$ cat src/rtl/pulse_timer_pkg.sv
// pulse_timer shared types
// FSM state encoding for the pulse generator
package pulse_timer_pkg;

  localparam int STATE_W = 2;

  typedef enum logic [STATE_W-1:0] {
    ST_IDLE  = 2'd0,
    ST_DELAY = 2'd1,
    ST_HIGH  = 2'd2,
    ST_LOW   = 2'd3
  } state_t;

endpackage

$ cat src/rtl/pt_down_counter.sv
// pt_down_counter: loadable down counter
// Load wins over decrement; zero flag is combinational
module pt_down_counter #(
  parameter int CNT_W = 8
) (
  input  logic             clk,
  input  logic             rst_n,
  input  logic             load,
  input  logic             dec,
  input  logic [CNT_W-1:0] load_val,
  output logic             zero
);

  logic [CNT_W-1:0] cnt;

  // count register: load has priority over decrement
  always_ff @(posedge clk or negedge rst_n) begin
    if (!rst_n) begin
      cnt <= '0;
    end else if (load) begin
      cnt <= load_val;
    end else if (dec) begin
      cnt <= cnt - CNT_W'(1);
    end
  end

  assign zero = (cnt == '0);

endmodule

$ cat src/rtl/pulse_timer.sv
// pulse_timer: programmable delay + pulse train
// FSM, config latch and completed-pulse count
module pulse_timer
  import pulse_timer_pkg::*;
#(
  parameter int CNT_W    = 8,
  parameter int DEF_HIGH = 10
) (
  input  logic             clk,
  input  logic             rst_n,
  input  logic             en,
  input  logic             retrig,
  input  logic             abort,
  input  logic [CNT_W-1:0] delay_len,
  input  logic [CNT_W-1:0] high_len,
  input  logic [CNT_W-1:0] low_len,
  input  logic [CNT_W-1:0] rep_cnt,
  output logic             dout,
  output logic             busy,
  output logic             done,
  output logic [CNT_W-1:0] pulse_cnt
);

  if (DEF_HIGH < 1 || DEF_HIGH > (1 << CNT_W) - 1) begin : g_def_high_chk
    $error("DEF_HIGH does not fit in CNT_W");
  end

  localparam logic [CNT_W-1:0] DEF_H = CNT_W'(DEF_HIGH);
  localparam logic [CNT_W-1:0] ONE   = CNT_W'(1);

  state_t           state;
  logic [CNT_W-1:0] cfg_h;
  logic [CNT_W-1:0] cfg_l;
  logic [CNT_W-1:0] cfg_r;
  logic [CNT_W-1:0] high_eff;
  logic [CNT_W-1:0] low_eff;
  logic [CNT_W-1:0] cnt_val;
  logic             cnt_load;
  logic             cnt_dec;
  logic             cnt_zero;
  logic             start;
  logic             restart;
  logic             accept;
  logic             last_pulse;

  assign high_eff = (high_len == '0) ? DEF_H : high_len;
  assign low_eff  = (low_len == '0) ? ONE : low_len;

  assign start   = en && !abort && (state == ST_IDLE);
  assign restart = en && retrig && !abort
                && (state != ST_IDLE);
  assign accept  = start || restart;

  // pulse_cnt starts at 0, so pulse R is the one that makes it R
  assign last_pulse = (cfg_r != '0)
                   && ((pulse_cnt + ONE) == cfg_r);

  // counter control derived from the same decisions as the FSM
  always_comb begin
    cnt_load = 1'b0;
    cnt_dec  = 1'b0;
    cnt_val  = delay_len;
    if (abort) begin
      cnt_load = 1'b0;
    end else if (accept) begin
      cnt_load = 1'b1;
      cnt_val  = delay_len;
    end else begin
      unique case (state)
        ST_DELAY, ST_LOW: begin
          if (cnt_zero) begin
            cnt_load = 1'b1;
            cnt_val  = cfg_h - ONE;
          end else begin
            cnt_dec = 1'b1;
          end
        end
        ST_HIGH: begin
          if (cnt_zero) begin
            if (!last_pulse) begin
              cnt_load = 1'b1;
              cnt_val  = cfg_l - ONE;
            end
          end else begin
            cnt_dec = 1'b1;
          end
        end
        default: begin
          cnt_load = 1'b0;
        end
      endcase
    end
  end

  pt_down_counter #(
    .CNT_W (CNT_W)
  ) u_cnt (
    .clk      (clk),
    .rst_n    (rst_n),
    .load     (cnt_load),
    .dec      (cnt_dec),
    .load_val (cnt_val),
    .zero     (cnt_zero)
  );

  // sequencing FSM with registered outputs: abort > retrigger > normal
  always_ff @(posedge clk or negedge rst_n) begin
    if (!rst_n) begin
      state     <= ST_IDLE;
      dout      <= 1'b0;
      busy      <= 1'b0;
      done      <= 1'b0;
      pulse_cnt <= '0;
      cfg_h     <= '0;
      cfg_l     <= '0;
      cfg_r     <= '0;
    end else begin
      done <= 1'b0;
      if (abort) begin
        state <= ST_IDLE;
        dout  <= 1'b0;
        busy  <= 1'b0;
      end else if (accept) begin
        cfg_h     <= high_eff;
        cfg_l     <= low_eff;
        cfg_r     <= rep_cnt;
        pulse_cnt <= '0;
        dout      <= 1'b0;
        busy      <= 1'b1;
        state     <= ST_DELAY;
      end else begin
        unique case (state)
          ST_DELAY, ST_LOW: begin
            if (cnt_zero) begin
              state <= ST_HIGH;
              dout  <= 1'b1;
            end
          end
          ST_HIGH: begin
            if (cnt_zero) begin
              pulse_cnt <= pulse_cnt + ONE;
              dout      <= 1'b0;
              if (last_pulse) begin
                state <= ST_IDLE;
                busy  <= 1'b0;
                done  <= 1'b1;
              end else begin
                state <= ST_LOW;
              end
            end
          end
          default: begin
            state <= ST_IDLE;
          end
        endcase
      end
    end
  end

endmodule

$ cat config.mk
export PLATFORM = sky130hd
export DESIGN_NAME = pulse_timer
export DESIGN_NICKNAME = d
export VERILOG_FILES = /design/src/rtl/pulse_timer_pkg.sv /design/src/rtl/pt_down_counter.sv /design/src/rtl/pulse_timer.sv
export SDC_FILE = /design/constraint.sdc
export NUM_CORES = 1
export LEC_CHECK = 0
export CAP_MARGIN = 0
export CORE_MARGIN = 2
export CORE_UTILIZATION = 48
export DETAILED_ROUTE_END_ITERATION = 6
export PLACE_DENSITY_LB_ADDON = 0.3
export SYNTH_ARGS = -nofsm -noshare
export SYNTH_HDL_FRONTEND = slang
export SYNTH_SLANG_ARGS = --single-unit
export TNS_END_PERCENT = 100
$ cat constraint.sdc
create_clock -name clk -period 2.6 [get_ports clk]
set_clock_uncertainty 0.2 [all_clocks]
set_input_delay 0.52 -clock clk [delete_from_list [all_inputs] [get_ports clk]]
set_output_delay 0.52 -clock clk [all_outputs]
set_load 0.02 [all_outputs]
# ---- After elaboration in Yosys (flattened, before gate mapping)
# Index checks and enable logic that the tools add are counted.
dict set report op_classes {
  add_sub_neg 4
  multipliers 0
  n_div 0
  n_lt_le_gt_ge 0
  eq_ne 6
  shifts 0
  muxes 44
  n_bitwise 1
  reduce_logical 28
}
# cell count
set op_table {}
lappend op_table {{$mux W8} 12}
lappend op_table {{$logic_not A8 Y1} 3}
lappend op_table {{$sub A8 B1 Y8 const B} 3}
lappend op_table {{$mux W1} 23}
lappend op_table {{$pmux W8 S2} 1}
lappend op_table {{$mux W2} 5}
lappend op_table {{$reduce_and A3 Y1} 3}
lappend op_table {{$reduce_bool A3 Y1} 3}
lappend op_table {{$add A8 B1 Y8 const B} 1}
lappend op_table {{$eq A8 B8 Y1} 1}
lappend op_table {{$ne A4 B4 Y1 const B} 2}
lappend op_table {{$reduce_bool A2 Y1} 4}
lappend op_table {{$reduce_bool A8 Y1} 1}
lappend op_table {{$logic_and A1 B1 Y1} 6}
lappend op_table {{$eq A2 B2 Y1 const B} 2}
lappend op_table {{$pmux W1 S2} 2}
lappend op_table {{$pmux W2 S2} 1}
lappend op_table {{$reduce_and A2 Y1} 2}
lappend op_table {{$reduce_bool A4 Y1} 1}
lappend op_table {{$reduce_or A3 Y1} 1}
lappend op_table {{$eq A2 B1 Y1 const B} 1}
lappend op_table {{$logic_not A2 Y1} 1}
lappend op_table {{$reduce_or A2 Y1} 1}
lappend op_table {{$logic_not A1 Y1} 1}
lappend op_table {{other kinds (2)} 2}
dict set report word_totals {
  ff_bits 45
  latch_bits 0
  ramBits 0
  mem_bits_ro 0
  inputBits 37
  wordCells 92
  mem_count 0
}

# ---- Depth between registers and ports, before layout
dict set report logic_depth {
  depth_word 9
  ltp_mapped 10
  ltp_nobuf 8
}

# ---- Cells and area by module
# A second synthesis with hierarchy kept.
dict set report unflattened {
  hier_cells 303
  hier_area_um2 2897.8
}
# module n_inst cells_each area_per_inst_um2 seq_area_each_um2
set modules_own_cells {}
lappend modules_own_cells {pulse_timer 1 253 2423.6 925.9}
lappend modules_own_cells {pt_down_counter 1 50 474.2 200.2}

# ---- Worst setup path after synthesis
# Ideal clock, no wire load.
dict set report synth_path {
  path_kind {register to register}
  start {register pulse_cnt[1]}
  end {register u_cnt.cnt[2]}
  arrival_time_ns 2.303
  required_time_ns 2.276
  path_slack_ns -0.027
  stages_incl_launch_ff 8
  path_buffers 0
  synth_period_minus_slack_ns 2.627
  path_cell_list {dfrtp_1 ha_1 nor4_1 a2111oi_4 o2111ai_4 a41oi_4 a2bb2o_1 a211o_1}
}
dict set report synth_between {
  elab_chain_len 9
}
# element line
set synth_rtl {}
lappend synth_rtl {{start, declared} pulse_timer.sv:21} ;# output logic [CNT_W-1:0] pulse_cnt
lappend synth_rtl {{start signal, assigned} pulse_timer.sv:141} ;# pulse_cnt <= pulse_cnt + ONE;
lappend synth_rtl {{$add A8 B1 Y8 *} pulse_timer.sv:56} ;# && ((pulse_cnt + ONE) == cfg_r);
lappend synth_rtl {{$eq A8 B8 Y1 *} pulse_timer.sv:56}
lappend synth_rtl {{$logic_and A1 B1 Y1 *} pulse_timer.sv:56}
lappend synth_rtl {{$mux W8 / $mux W1 (equally long branches)} pulse_timer.sv:80} ;# if (!last_pulse) begin
lappend synth_rtl {{$mux W8 / $mux W1 (equally long branches)} pulse_timer.sv:79} ;# if (cnt_zero) begin
lappend synth_rtl {{$pmux W8 S2 / $pmux W1 S2 (equally long branches)} pulse_timer.sv:69} ;# unique case (state)
lappend synth_rtl {{$mux W8 / $mux W1 (equally long branches)} pulse_timer.sv:65} ;# end else if (accept) begin
lappend synth_rtl {{$mux W8 / $mux W1 (equally long branches)} pulse_timer.sv:63} ;# if (abort) begin
lappend synth_rtl {{$mux W8 / $reduce_bool A2 Y1 (equally long branches)} -}
lappend synth_rtl {{end signal, assigned} pt_down_counter.sv:21} ;# cnt <= load_val;
lappend synth_rtl {{end signal, assigned} pt_down_counter.sv:23} ;# cnt <= cnt - CNT_W'(1);
lappend synth_rtl {{end, declared} pt_down_counter.sv:14} ;# logic [CNT_W-1:0] cnt;
# Mark *: on every way between the ends. The rest lies on a longest branch, timed or not.
# A chain may end at the register's enable or synchronous reset.

# ---- Worst setup path in the final report
dict set report layout_path {
  start {register pulse_cnt[0]}
  end {register u_cnt.cnt[4]}
}
# The elaborated chain is that of the path after synthesis.

==> impl_metrics.csv <==
group,metric,value,unit
sta,finalSetupViolCount,0,
global_routing,grt_pass1_vias,2564,
logic_synthesis,synthesis.area,2850,sq um
finish,drive_gt1_share,14.0,%
logic_synthesis,synth_top_area_share,39.6,%
floorplan,die_x,81.0,um
sta,slew_violations,0,
global_routing,overflow,0,
sta,timing.fmax,386,MHz
finish,antenna_cells,0,
worst_setup_path,crit_path_start_kind,"flip-flop",
cts,cts_tree,"yes",
logic_synthesis,syn-num-nets,381,
worst_setup_path,critPathBufInv,1,
logic_synthesis,yosys-top-cells-area,"dfrtp_1 (40%), nand2_1 (13%), xnor2_1 (4.3%), xor2_1 (4.3%), o21ai_0 (4.2%)",
placement,place_ws,-0.0489,ns
logic_synthesis,synth_cell_type_count,54,
logic_synthesis,yosys_warnings,0,
placement,portBuffers,47,
sta,final.min_clock_period,2.59,ns
cts,cts.htree.levels,2,
logic_synthesis,synth_edf_count,0,
global_routing,grt_max_degree,25,
finish,fillers,535,
logic_synthesis,ys.flop_type,"dfrtp_1",
global_routing,antenna_found_initial,0,
finish,area_growth_syn_to_layout,33.0,%
routing,wl_per_cell,15.6,um
floorplan,dieArea,6560,sq um
placement,gp_congestion,0.960,
cts,clk_pin_slew,0.09,ns
sta,fin_ws,0.0109,ns
logic_synthesis,synthCells,339,
min_path,hold_path_class,"flip-flop to flip-flop",
logic_synthesis,yosysMostFrequentCell,"nand2_1",
sta,slew_headroom,65.2,%
cts,cts_buffer_depth,2,
power,leakagePower,1.59,nW
power,totalPowerFinal,0.00179,W
logic_synthesis,ys_async_sr_fraction,100,%
logic_synthesis,yosys.area.top_type,"dfrtp_1",
worst_setup_path,crit_type,"flip-flop to flip-flop",
floorplan,initial_core_util,48.9,%
cts,insertion_delay,0.30,ns
power,irDropWorstVdd,0.000342,V
routing,vias_per_cell,5.67,
routing,drt_drc_violations_left,0,
worst_setup_path,crit_slowest_cell,"dfrtp_1",
finish,post-route-util,65.1,%
logic_synthesis,synth_area_per_cell,8.40,sq um
worst_setup_path,critical-path-top-delay-family,"compound AO/OA/AOI/OAI gates",
sta,post-route-period-util,99.6,%
routing,vias,2780,
worst_setup_path,arrival,2.58,ns
sta,worst_pin_slew,0.521,ns
floorplan,die_height,81.0,um
global_routing,grt_util_all_layers,24.4,%
routing,dr.pass1.iters,4,
power,cellPowerDensity,474,nW/um^2
global_routing,grt_pass1_wl,12200,um
sta,finalSetupTns,0,ns
cts,cts_buffers,5,
worst_setup_path,crit_path_end_kind,"flip-flop",
worst_setup_path,worstPathRequired,2.59,ns
routing,postRouteAntennaNets,0,
worst_setup_path,critical_path.max_stage_delay,0.44,ns
logic_synthesis,synth.yosys.seq_area_share,39.6,%
routing,routed_wl,7660,um
sta,fin_hold_ws,0.330,ns
run_status,status,"complete, no violations",
sta,hold_viol,0,
logic_synthesis,netlist_top_cells_count,"nand2_1 (97), dfrtp_1 (45), o21ai_0 (24)",
cts,clock_sinks,45,
worst_setup_path,crit_fanout,7,
routing,drt_iter0_drc,208,
floorplan,pin_count,48,
placement,post-dp-hpwl,5630,um
logic_synthesis,synth-seq-cells,45,
cts,root_buffer,"clkbuf_8",
floorplan,rows,28,
worst_setup_path,crit_chain,"ha_4, xor2_1, a2111oi_4, o2111ai_4, buf_6, mux2_2, a211oi_2, a211o_1",
floorplan,core_area,5820,sq um
run,maxCapViolations,0,
finish,nets,456,
==> power breakdown <==
group          total [W]  switching (W)  internal, W
Combinational   0.000486       0.000246     0.000240
Clock           0.000426       0.000235     0.000191
Sequential      0.000882      0.0000992     0.000783
==> logic make-up after synthesis <==
group,after synthesis,share of synthesized area (%)
AOI/OAI and AO/OA,80,21.4
xor gates and xnor gates,28,8.62
adders and majority gates,5,2.20
buffers and inverters,21,3.21
DFF,45,39.6
muxes,1,0.396
and+or+nand+nor,159,24.6
==> worst min-delay path: stages, from the launching register on <==
cell and delay, ns:
dfrtp_1 0.37, nand2_1 0.07, nand2_1 0.07
==> routing by layer <==
layer / global-route usage, % / share of wire, %
met5: 0 / 0
met4: 7.97 / 1.3
met2: 39.3 / 47
met1: 33.3 / 45
met3: 4.11 / 6.3
==> path summary, 6_finish.rpt <==
| check | from | end | slack [ns] | cells past startpoint |
|---|---|---|---|---|
| min in group asynchronous | rst_n | u_cnt.cnt[1] | 0.53 | 2 |
| max | pulse_cnt[0] | u_cnt.cnt[4] | 0.01 | 8 |
| min | cfg_r[1] | cfg_r[1] | 0.33 | 2 |
| min reg2reg | cfg_r[1] | cfg_r[1] | 0.33 | 2 |
| max reg2reg | pulse_cnt[0] | u_cnt.cnt[4] | 0.01 | 8 |
| max in group asynchronous | rst_n | cfg_r[1] | 1.17 | 3 |
==> cell usage in the layout (no fill, tap or decap), drive strengths merged, types with 3 or more instances in the layout <==
master / n
nand4: 3
o31ai: 4
nand2: 97
or4: 3
a31oi: 6
xor2: 14
xnor2: 14
nor4b: 3
a211o: 6
dfrtp: 45
inv: 6
clkbuf: 9
clkdlybuf4s50: 46
nand3: 6
a21oi: 9
nor2: 23
buf: 33
nor2b: 3
a21o: 3
nor3: 7
nor4: 7
o21ai: 26
nand2b: 3
ha: 5
==> flip-flops by register name, summed over array words and instances (netlist names) <==
| register | cells |
|---|---|
| cfg_h | 8 |
| cfg_l | 8 |
| cfg_r | 8 |
| pulse_cnt | 8 |
| u_cnt.cnt | 8 |
| state | 2 |
| busy | 1 |
| done | 1 |
| dout | 1 |
==> cell type report <==
| type | count | area [sq um] | share of cell area [%] |
|---|---|---|---|
| Timing Repair Buffer | 81 | 741 | 19.6 |
| Sequential cell | 45 | 1130 | 29.8 |
| Tap cell | 75 | 93.8 | 2.48 |
| Multi-Input combinational cell | 274 | 1720 | 45.4 |
| Clock buffer | 8 | 80.1 | 2.12 |
| Inverter | 7 | 26.3 | 0.694 |
==> timing repair <==
| item | 4_1_cts | 5_1_grt |
|---|---|---|
| hold endpoints to repair | 4 | 0 |
| resized for setup | 0 | 12 |
| gates cloned | 0 | 1 |
| setup buffers | 0 | 4 |
| hold buffers | 1 | 0 |
| endpoints found under the setup margin | 2 | 7 |
| pin swaps | 1 | 2 |
==> through the flow <==
step                cell area, sq um  std cells
finish                          3780        490
global route                    3780        490
CTS                             3670        485
detailed placement              3580        476
global placement                3580        476
floorplan                       2850        339
No activity file was read; power rests on OpenSTA's default activity.
